`src/rtl/muldiv_sched_pkg.sv`:
```
// Shared definitions for the HI/LO multiply/divide scheduler: width, op codes, FSM states.
package muldiv_sched_pkg;

   localparam int unsigned MD_W = 32;

   typedef enum logic [2:0] {
      OP_NOP   = 3'd0,
      OP_MULT  = 3'd1,
      OP_MULTU = 3'd2,
      OP_DIV   = 3'd3,
      OP_DIVU  = 3'd4,
      OP_MTHI  = 3'd5,
      OP_MTLO  = 3'd6
   } md_op_e;

   typedef enum logic [1:0] {
      S_IDLE    = 2'd0,
      S_MUL     = 2'd1,
      S_DIV_RUN = 2'd2,
      S_DONE    = 2'd3
   } md_state_e;

endpackage

```
`src/rtl/muldiv_sched_div_iter.sv`:
```
// Restoring shift-subtract divider on unsigned magnitudes, one quotient bit per cycle.
module div_iter
   import muldiv_sched_pkg::*;
#(
   parameter int unsigned W = MD_W
) (
   input  logic         clk,
   input  logic         rst,
   input  logic         start_i,
   input  logic         abort_i,
   input  logic [W-1:0] dividend_i,
   input  logic [W-1:0] divisor_i,
   output logic         busy_o,
   output logic         done_o,
   output logic [W-1:0] quot_o,
   output logic [W-1:0] rem_o
);

   localparam int unsigned CW = $clog2(W) + 1;

   logic [W-1:0]  dvd_q, dvd_d;
   logic [W-1:0]  dvs_q, dvs_d;
   logic [W-1:0]  rem_q, rem_d;
   logic [CW-1:0] cnt_q, cnt_d;
   logic          busy_q, busy_d;
   logic [W:0]    shifted;
   logic [W:0]    diff;

   // done_o marks the cycle in which the final quotient bit is produced
   assign done_o = busy_q && (cnt_q == CW'(W - 1));
   assign busy_o = busy_q;
   assign quot_o = dvd_q;
   assign rem_o  = rem_q;

   always_comb begin
      shifted = {rem_q, dvd_q[W-1]};
      diff    = shifted - {1'b0, dvs_q};
      dvd_d   = dvd_q;
      dvs_d   = dvs_q;
      rem_d   = rem_q;
      cnt_d   = cnt_q;
      busy_d  = busy_q;
      if (abort_i) begin
         busy_d = 1'b0;
      end else if (start_i) begin
         dvd_d  = dividend_i;
         dvs_d  = divisor_i;
         rem_d  = '0;
         cnt_d  = '0;
         busy_d = 1'b1;
      end else if (busy_q) begin
         rem_d = diff[W] ? shifted[W-1:0] : diff[W-1:0];
         dvd_d = {dvd_q[W-2:0], ~diff[W]};
         cnt_d = cnt_q + 1'b1;
         if (done_o) busy_d = 1'b0;
      end
   end

   always_ff @(posedge clk) begin
      if (rst) begin
         dvd_q  <= '0;
         dvs_q  <= '0;
         rem_q  <= '0;
         cnt_q  <= '0;
         busy_q <= 1'b0;
      end else begin
         dvd_q  <= dvd_d;
         dvs_q  <= dvs_d;
         rem_q  <= rem_d;
         cnt_q  <= cnt_d;
         busy_q <= busy_d;
      end
   end

endmodule

```
`src/rtl/muldiv_sched.sv`:
```
// EX-stage HI/LO scheduler: single-cycle multiply, iterative divide, MTHI/MTLO pass-through.
module muldiv_sched
   import muldiv_sched_pkg::*;
#(
   parameter int unsigned W = MD_W
) (
   input  logic         clk,
   input  logic         rst,
   input  logic         valid_i,
   input  logic [2:0]   op_i,
   input  logic [W-1:0] opa_i,
   input  logic [W-1:0] opb_i,
   input  logic [W-1:0] hi_i,
   input  logic [W-1:0] lo_i,
   input  logic         flush_i,
   output logic         stall_o,
   output logic         hilo_we_o,
   output logic [W-1:0] hi_o,
   output logic [W-1:0] lo_o
);

   md_state_e      state_q, state_d;
   logic [W-1:0]   a_q, a_d;
   logic [W-1:0]   b_q, b_d;
   logic           sgn_q, sgn_d;
   logic           qneg_q, qneg_d;
   logic           rneg_q, rneg_d;
   logic           dz_q, dz_d;

   logic           is_mul, is_div, op_signed, accept, div_start;
   logic [W-1:0]   amag, bmag;
   logic [2*W-1:0] ext_a, ext_b, prod;
   logic           div_busy, div_done;
   logic [W-1:0]   quot, rem;

   assign is_mul    = (op_i == OP_MULT) || (op_i == OP_MULTU);
   assign is_div    = (op_i == OP_DIV)  || (op_i == OP_DIVU);
   assign op_signed = (op_i == OP_MULT) || (op_i == OP_DIV);
   assign accept    = (state_q == S_IDLE) && valid_i && !flush_i && (is_mul || is_div);
   assign div_start = accept && is_div && (opb_i != '0);
   assign amag      = (op_signed && opa_i[W-1]) ? -opa_i : opa_i;
   assign bmag      = (op_signed && opb_i[W-1]) ? -opb_i : opb_i;

   assign ext_a = sgn_q ? {{W{a_q[W-1]}}, a_q} : {{W{1'b0}}, a_q};
   assign ext_b = sgn_q ? {{W{b_q[W-1]}}, b_q} : {{W{1'b0}}, b_q};
   assign prod  = ext_a * ext_b;

   div_iter #(.W(W)) u_div_iter (
      .clk       (clk),
      .rst       (rst),
      .start_i   (div_start),
      .abort_i   (flush_i),
      .dividend_i(amag),
      .divisor_i (bmag),
      .busy_o    (div_busy),
      .done_o    (div_done),
      .quot_o    (quot),
      .rem_o     (rem)
   );

   always_ff @(posedge clk) begin
      if (rst) begin
         state_q <= S_IDLE;
         a_q     <= '0;
         b_q     <= '0;
         sgn_q   <= 1'b0;
         qneg_q  <= 1'b0;
         rneg_q  <= 1'b0;
         dz_q    <= 1'b0;
      end else begin
         state_q <= state_d;
         a_q     <= a_d;
         b_q     <= b_d;
         sgn_q   <= sgn_d;
         qneg_q  <= qneg_d;
         rneg_q  <= rneg_d;
         dz_q    <= dz_d;
      end
   end

   always_comb begin
      state_d = state_q;
      a_d     = a_q;
      b_d     = b_q;
      sgn_d   = sgn_q;
      qneg_d  = qneg_q;
      rneg_d  = rneg_q;
      dz_d    = dz_q;
      unique case (state_q)
         S_IDLE: begin
            if (accept) begin
               a_d    = opa_i;
               b_d    = opb_i;
               sgn_d  = op_signed;
               qneg_d = op_signed && (opa_i[W-1] ^ opb_i[W-1]);
               rneg_d = op_signed && opa_i[W-1];
               dz_d   = (opb_i == '0);
               if (is_mul)              state_d = S_MUL;
               else if (opb_i == '0)    state_d = S_DONE;
               else                     state_d = S_DIV_RUN;
            end
         end
         S_MUL:     state_d = S_IDLE;
         S_DIV_RUN: if (div_done) state_d = S_DONE;
         S_DONE:    state_d = S_IDLE;
      endcase
      if (flush_i && state_q != S_IDLE) state_d = S_IDLE;
   end

   always_comb begin
      stall_o   = 1'b0;
      hilo_we_o = 1'b0;
      hi_o      = '0;
      lo_o      = '0;
      if (!rst && !flush_i) begin
         unique case (state_q)
            S_IDLE: begin
               if (valid_i) begin
                  if (is_mul || is_div) begin
                     stall_o = 1'b1;
                  end else if (op_i == OP_MTHI) begin
                     hilo_we_o = 1'b1;
                     hi_o      = opa_i;
                     lo_o      = lo_i;
                  end else if (op_i == OP_MTLO) begin
                     hilo_we_o = 1'b1;
                     hi_o      = hi_i;
                     lo_o      = opa_i;
                  end
               end
            end
            S_MUL: begin
               hilo_we_o = 1'b1;
               hi_o      = prod[2*W-1:W];
               lo_o      = prod[W-1:0];
            end
            S_DIV_RUN: stall_o = 1'b1;
            S_DONE: begin
               hilo_we_o = 1'b1;
               if (dz_q) begin
                  hi_o = a_q;
                  lo_o = '1;
               end else begin
                  hi_o = rneg_q ? -rem  : rem;
                  lo_o = qneg_q ? -quot : quot;
               end
            end
         endcase
      end
   end

endmodule

```
`config.mk`:
```
export PLATFORM = sky130hd
export DESIGN_NAME = muldiv_sched
export DESIGN_NICKNAME = d
export VERILOG_FILES = /design/src/rtl/muldiv_sched_pkg.sv /design/src/rtl/muldiv_sched_div_iter.sv /design/src/rtl/muldiv_sched.sv
export SDC_FILE = /design/constraint.sdc
export NUM_CORES = 2
export LEC_CHECK = 0
export CAP_MARGIN = 5
export CORE_MARGIN = 1
export CORE_UTILIZATION = 58
export DETAILED_ROUTE_END_ITERATION = 8
export PLACE_DENSITY = 0.76
export SYNTH_ARGS = -nofsm -noshare
export SYNTH_HDL_FRONTEND = slang
export SYNTH_SLANG_ARGS = --single-unit
```
`constraint.sdc`:
```
create_clock -name clk -period 19.7 [get_ports clk]
set_input_delay 2.955 -clock clk [delete_from_list [all_inputs] [get_ports clk]]
set_output_delay 2.955 -clock clk [all_outputs]
set_load 0.005 [all_outputs]
```
Word level (Yosys, flattened, before mapping)

Cells that the tools add are included.

Add/sub/neg operators: 6
Multipliers: 1
Eq/ne operators: 12
Muxes and demuxes: 45
Bitwise operators: 3
Reductions and logical operators: 29

Operators with widths:

| kind                                                             | number |
|---|---|
| 32-bit two-way mux                                               | 21 |
| 32-bit case mux with 3 select lines                              | 2 |
| 64-bit two-way mux                                               | 2 |
| 32-bit negator                                                   | 4 |
| 64-bit by 64-bit multiplier with 64-bit output                   | 1 |
| 33-bit by 32-bit subtractor with 33-bit output                   | 1 |
| 32-bit zero test                                                 | 1 |
| 32-bit nonzero test                                              | 1 |
| 1-bit two-way mux                                                | 12 |
| 6-bit two-way mux                                                | 2 |
| 1-bit logical AND                                                | 11 |
| 3-bit == test (second input constant)                            | 3 |
| 2-bit AND reduction                                              | 4 |
| 6-bit by 1-bit adder with 6-bit output (second input constant)   | 1 |
| 3-bit by 2-bit == test with 1-bit output (second input constant) | 2 |
| 6-bit by 5-bit == test with 1-bit output (second input constant) | 1 |
| 2-bit two-way mux                                                | 3 |
| 2-bit case mux with 3 select lines                               | 1 |
| 2-bit OR reduction                                               | 3 |
| 2-bit == test (second input constant)                            | 2 |
| 1-bit logical OR                                                 | 4 |
| 2-bit inequality test (second input constant)                    | 2 |
| 1-bit case mux with 2 select lines                               | 2 |
| 2-bit nonzero test                                               | 2 |
| 6 further kinds                                                  | 8 |

Flip-flop bits (word level): 173
Word-level logic and storage cells: 108

Depth between registers and ports, before layout

Depth in word-level cells: 8
Gate-level depth with buffers: 36
Gate-level depth less buffers: 34

Hierarchy

From an unflattened synthesis, not the netlist that was laid out.

Cell total of the unflattened synthesis: 6993
Area, all modules: 61092.3 sq um

By module, submodules not included:

| module       | instances | cells each | area an instance (sq um) | sequential area each (sq um) |
|---|---|---|---|---|
| muldiv_sched | 1         | 6229       | 55055.3                  | 1401.3 |
| div_iter     | 1         | 764        | 6037.0                   | 2062.0 |

Least setup slack after synthesis

OpenSTA, ideal clock, no wires.

Path type: register to output
Start: register a_q[31]
End: output hi_o[30]
Data arrival time: 9289 ps
Data required time: 16745 ps
Setup slack: 7456 ps
Stages on the path, launching flop included: 31
Cells stage by stage: dfxtp_1 > and2_1 > clkbuf_1 > clkbuf_1 > nand2_1 > fa_1 > inv_1 > fa_1 > fa_1 > inv_1 > fa_1 > inv_1 > fa_1 > fa_1 > fa_1 > fa_1 > fa_1 > inv_1 > fa_1 > inv_1 > ha_1 > nand3_1 > or2_2 > a2111o_1 > a311oi_1 > o31a_1 > nand3_1 > a21boi_0 > mux2i_1 > a211o_1 > o21ai_0

Longest elaborated chain between the ends: 4

Ends and longest elaborated chain:

| what                                           | line                | RTL |
|---|---|---|
| from (decl)                                    | muldiv_sched.sv:23  | `logic [W-1:0] a_q, a_d;` |
| from (signal assigned)                         | muldiv_sched.sv:64  | `a_q <= '0;` |
| from (signal assigned)                         | muldiv_sched.sv:72  | `a_q <= a_d;` |
| 64-bit two-way mux                             | muldiv_sched.sv:44  | `assign ext_a = sgn_q ? {{W{a_q[W-1]}}, a_q} : {{W{1'b0}}, a_q};` |
| 64-bit by 64-bit multiplier with 64-bit output | muldiv_sched.sv:46  | `assign prod = ext_a * ext_b;` |
| 32-bit case mux with 3 select lines            | muldiv_sched.sv:116 | `unique case (state_q)` |
| 32-bit two-way mux                             | muldiv_sched.sv:115 | `if (!rst && !flush_i) begin` |
| to (decl)                                      | muldiv_sched.sv:18  | `output logic [W-1:0] hi_o,` |

Every way passes these cells.

Worst setup path in the final report

Start: register a_q[31]
End: output hi_o[28]

Same word-level chain as after synthesis.

==> results.json <==
{
  "dp_cells": 8197,
  "synthAdderAreaFrac_pct": 54.1,
  "path_buf_inv": 9,
  "crit_top_cell": "fa_1",
  "fin_hold_ws_ns": 0.455,
  "grt_overflow": 0,
  "ctsHoldBuffers": 0,
  "grt_pass1_wl_mm": 294,
  "gp_congestion": 0.995,
  "syn_to_final_growth_pct": 5.97,
  "worstSetupPathDepth": 32,
  "die_area_um2": 106000,
  "drive_above_1_share_pct": 2.56,
  "synth_top_area_share_pct": 46.9,
  "min_path_cells": 2,
  "h-tree-depth": 4,
  "post-route-drc-count": 0,
  "p_per_area_nw_per_um2": 18.5,
  "grt_max_degree": 90,
  "worst_setup_path_start_kind": "flip-flop",
  "arrival_ns": 11.59,
  "relSlewSlack_pct": 15.7,
  "slowest_delay_ns": 0.86,
  "ys_seq_area_share_pct": 5.71,
  "first_pass_iters": 6,
  "ios": 201,
  "post_cts_buffers": 0,
  "cts.repair.resized": 0,
  "fmax_mhz": 68.8,
  "synthSimpleGateAreaFrac_pct": 14.8,
  "ys_ff_latch": 173,
  "tightest_slew_ns": 1.26,
  "fin_setup_tns_ns": 0,
  "drv_cap": 0,
  "rsz0062_at_grt": "false",
  "status": "complete, no violations",
  "fin_ws_ns": 5.16,
  "post_drt_wl_per_cell_um": 22.6,
  "rows": 118,
  "crit_fanout": 24,
  "netlist_area_um2": 60600,
  "finalCritPeriodShare_pct": 73.8,
  "layout_min_cycle_time_ns": 14.54,
  "async_flop_share_pct": 0,
  "layout.cells.non_filler": 8233,
  "postLayoutCoreUtil_pct": 62.1,
  "final_nets": 8736,
  "leakage_uw": 0.0318,
  "cts_tree": "yes",
  "dieWidth_um": 325,
  "dp_slack_ns": 5.83,
  "endpoint_kind": "output pin",
  "synthMuxAreaShare_pct": 0.495,
  "drv_slew": 0,
  "yosys_warnings": 0,
  "core_um2": 103000,
  "path_class": "reg -> out",
  "final-setup-viol-count": 0,
  "start_util_pct": 58.6,
  "hold_viol_final": 0,
  "ys_types": 78,
  "num_vias": 47900,
  "cts_max_path_buffers": 2,
  "drt_first_iter_violations": 4072,
  "crit_slowest_cell": "fa_1",
  "clkTransAtPathRegs_ns": 0.08,
  "clk_latency_ns": 0.48,
  "numClockSinks": 173,
  "yosys.area.top_type": "fa_1",
  "viasPerCell": 5.82,
  "synth_cells": 6913,
  "syn_avg_cell_area_um2": 8.77,
  "grt_usage_pct": 36.5,
  "synth_edf_count": 0,
  "portBuffers": 200,
  "required_ns": 16.75,
  "wl_mm": 186,
  "syn_nets": 8813,
  "peakVddDrop_mv": 0.0658,
  "ff2ff_path_depth": 16,
  "synth_xor_area_share_pct": 3.83,
  "synth_top_family_by_area": "adder cells",
  "grt_pass1_vias": 50900,
  "min_path_type": "reg -> reg",
  "synth_most_common_cell": "inv_1",
  "ys.flop_type": "dfxtp_1",
  "cp_top_family": "adder cells",
  "grt_antenna_before_repair": 7,
  "cts_made_buffers": 17,
  "dieHeight_um": 325,
  "dp_hpwl_mm": 151,
  "synth.area.top_cells": "fa_1, inv_1, ha_1",
  "drtAntennaViolNets": 0,
  "synthTopCellsByCount": "inv_1, fa_1, nand2_1",
  "cts_root_buf": "clkbuf_16",
  "synth_compound_area_share_pct": 8.77,
  "skew_ns": 0.0112
}
[per-layer routing]
metal	routed length, um	global-route usage [%]	vias up
met1	70000	47.1	24500
li1	-	-	20600
met2	88900	59.7	2244
met4	11700	19.5	6
met5	44	0	-
met3	15100	5.46	559
[logic make-up (layout without fill, tap and decap cells)]
logic type,Yosys count,after routing
buffers and inverters,1973,1909
and+or+nand+nor,1846,1846
adders and majority gates,1769,1769
AOI/OAI and AO/OA,857,857
xor gates and xnor gates,265,265
DFF,173,173
muxes,30,30
other,0,4
[where the power goes]
| part | internal [uW] | switching (uW) | total [uW] |
|---|---|---|---|
| clock network | 194 | 182 | 376 |
| logic | 154 | 286 | 440 |
| registers | 359 | 16.2 | 375 |
[worst register-to-register path, delay by kind of cell (launching register included)]
family	cells	cell delay [ns]
DFF	1	0.47
buffers and inverters	3	0.65
adders and majority gates	2	0.41
and+or+nand+nor	2	0.78
AOI/OAI and AO/OA	9	2.08
[sequential cells by signal (all words and copies together) (netlist names)]
signal / count
a_q: 32
b_q: 32
u_div_iter.dvs_q: 32
u_div_iter.quot_o: 32
u_div_iter.rem_o: 32
u_div_iter.cnt_q: 6
state_q: 2
dz_q: 1
qneg_q: 1
rneg_q: 1
sgn_q: 1
u_div_iter.busy_o: 1
[placed cells by master, fill, tap and decap left out, types with 8 or more instances in the layout]
cell type and count:
inv_1 1585, fa_1 1420, nand2_1 831, and2_1 577, ha_1 345, a21oi_1 325
nor2_1 200, clkdlybuf4s50_1 199, dfxtp_1 167, xnor2_1 160, o21ai_0 156, xor2_1 105
buf_4 91, a22oi_1 85, a21o_1 47, nand3_1 37, and3_1 34, a211oi_1 34
mux2i_1 30, nor3_1 25, o22ai_1 25, o31ai_1 20, nor2b_1 19, o21a_1 18
o211ai_1 18, nand4_1 18, nand2b_1 17, nor4_1 17, clkbuf_16 17, o41ai_1 16
or3_1 13, a31oi_1 12, o21bai_1 12, a22o_1 11, or4_1 11, a221oi_1 9
a31o_2 8, or2_2 8
[final timing paths]
check	end	slack [ns]	start
worst max-delay path	hi_o[28]	5.16	a_q[31]
worst min-delay path	b_q[27]	0.45	b_q[27]
worst max register to register	u_div_iter.rem_o[31]	15.25	u_div_iter.quot_o[31]
worst min register to register	b_q[27]	0.45	b_q[27]
[final cells by class]
type | instances | area [um2]
Tap cell | 1380 | 1730
Fill cell | 8873 | 39300
Sequential cell | 173 | 3470
Inverter | 1587 | 5960
Multi-Input combinational cell | 4767 | 49800
Timing Repair Buffer | 290 | 2680
Clock inverter | 15 | 201
Clock buffer | 17 | 425
Antenna cell | 4 | 10.0
[metrics by stage]
step                area (um2)  power [uW]
floorplan                60600         642
global placement         63600         805
detailed placement       63600         810
CTS                      64200        1180
global route             64200        1240
finish                   64200        1190
(Power assumes the default switching activity.)
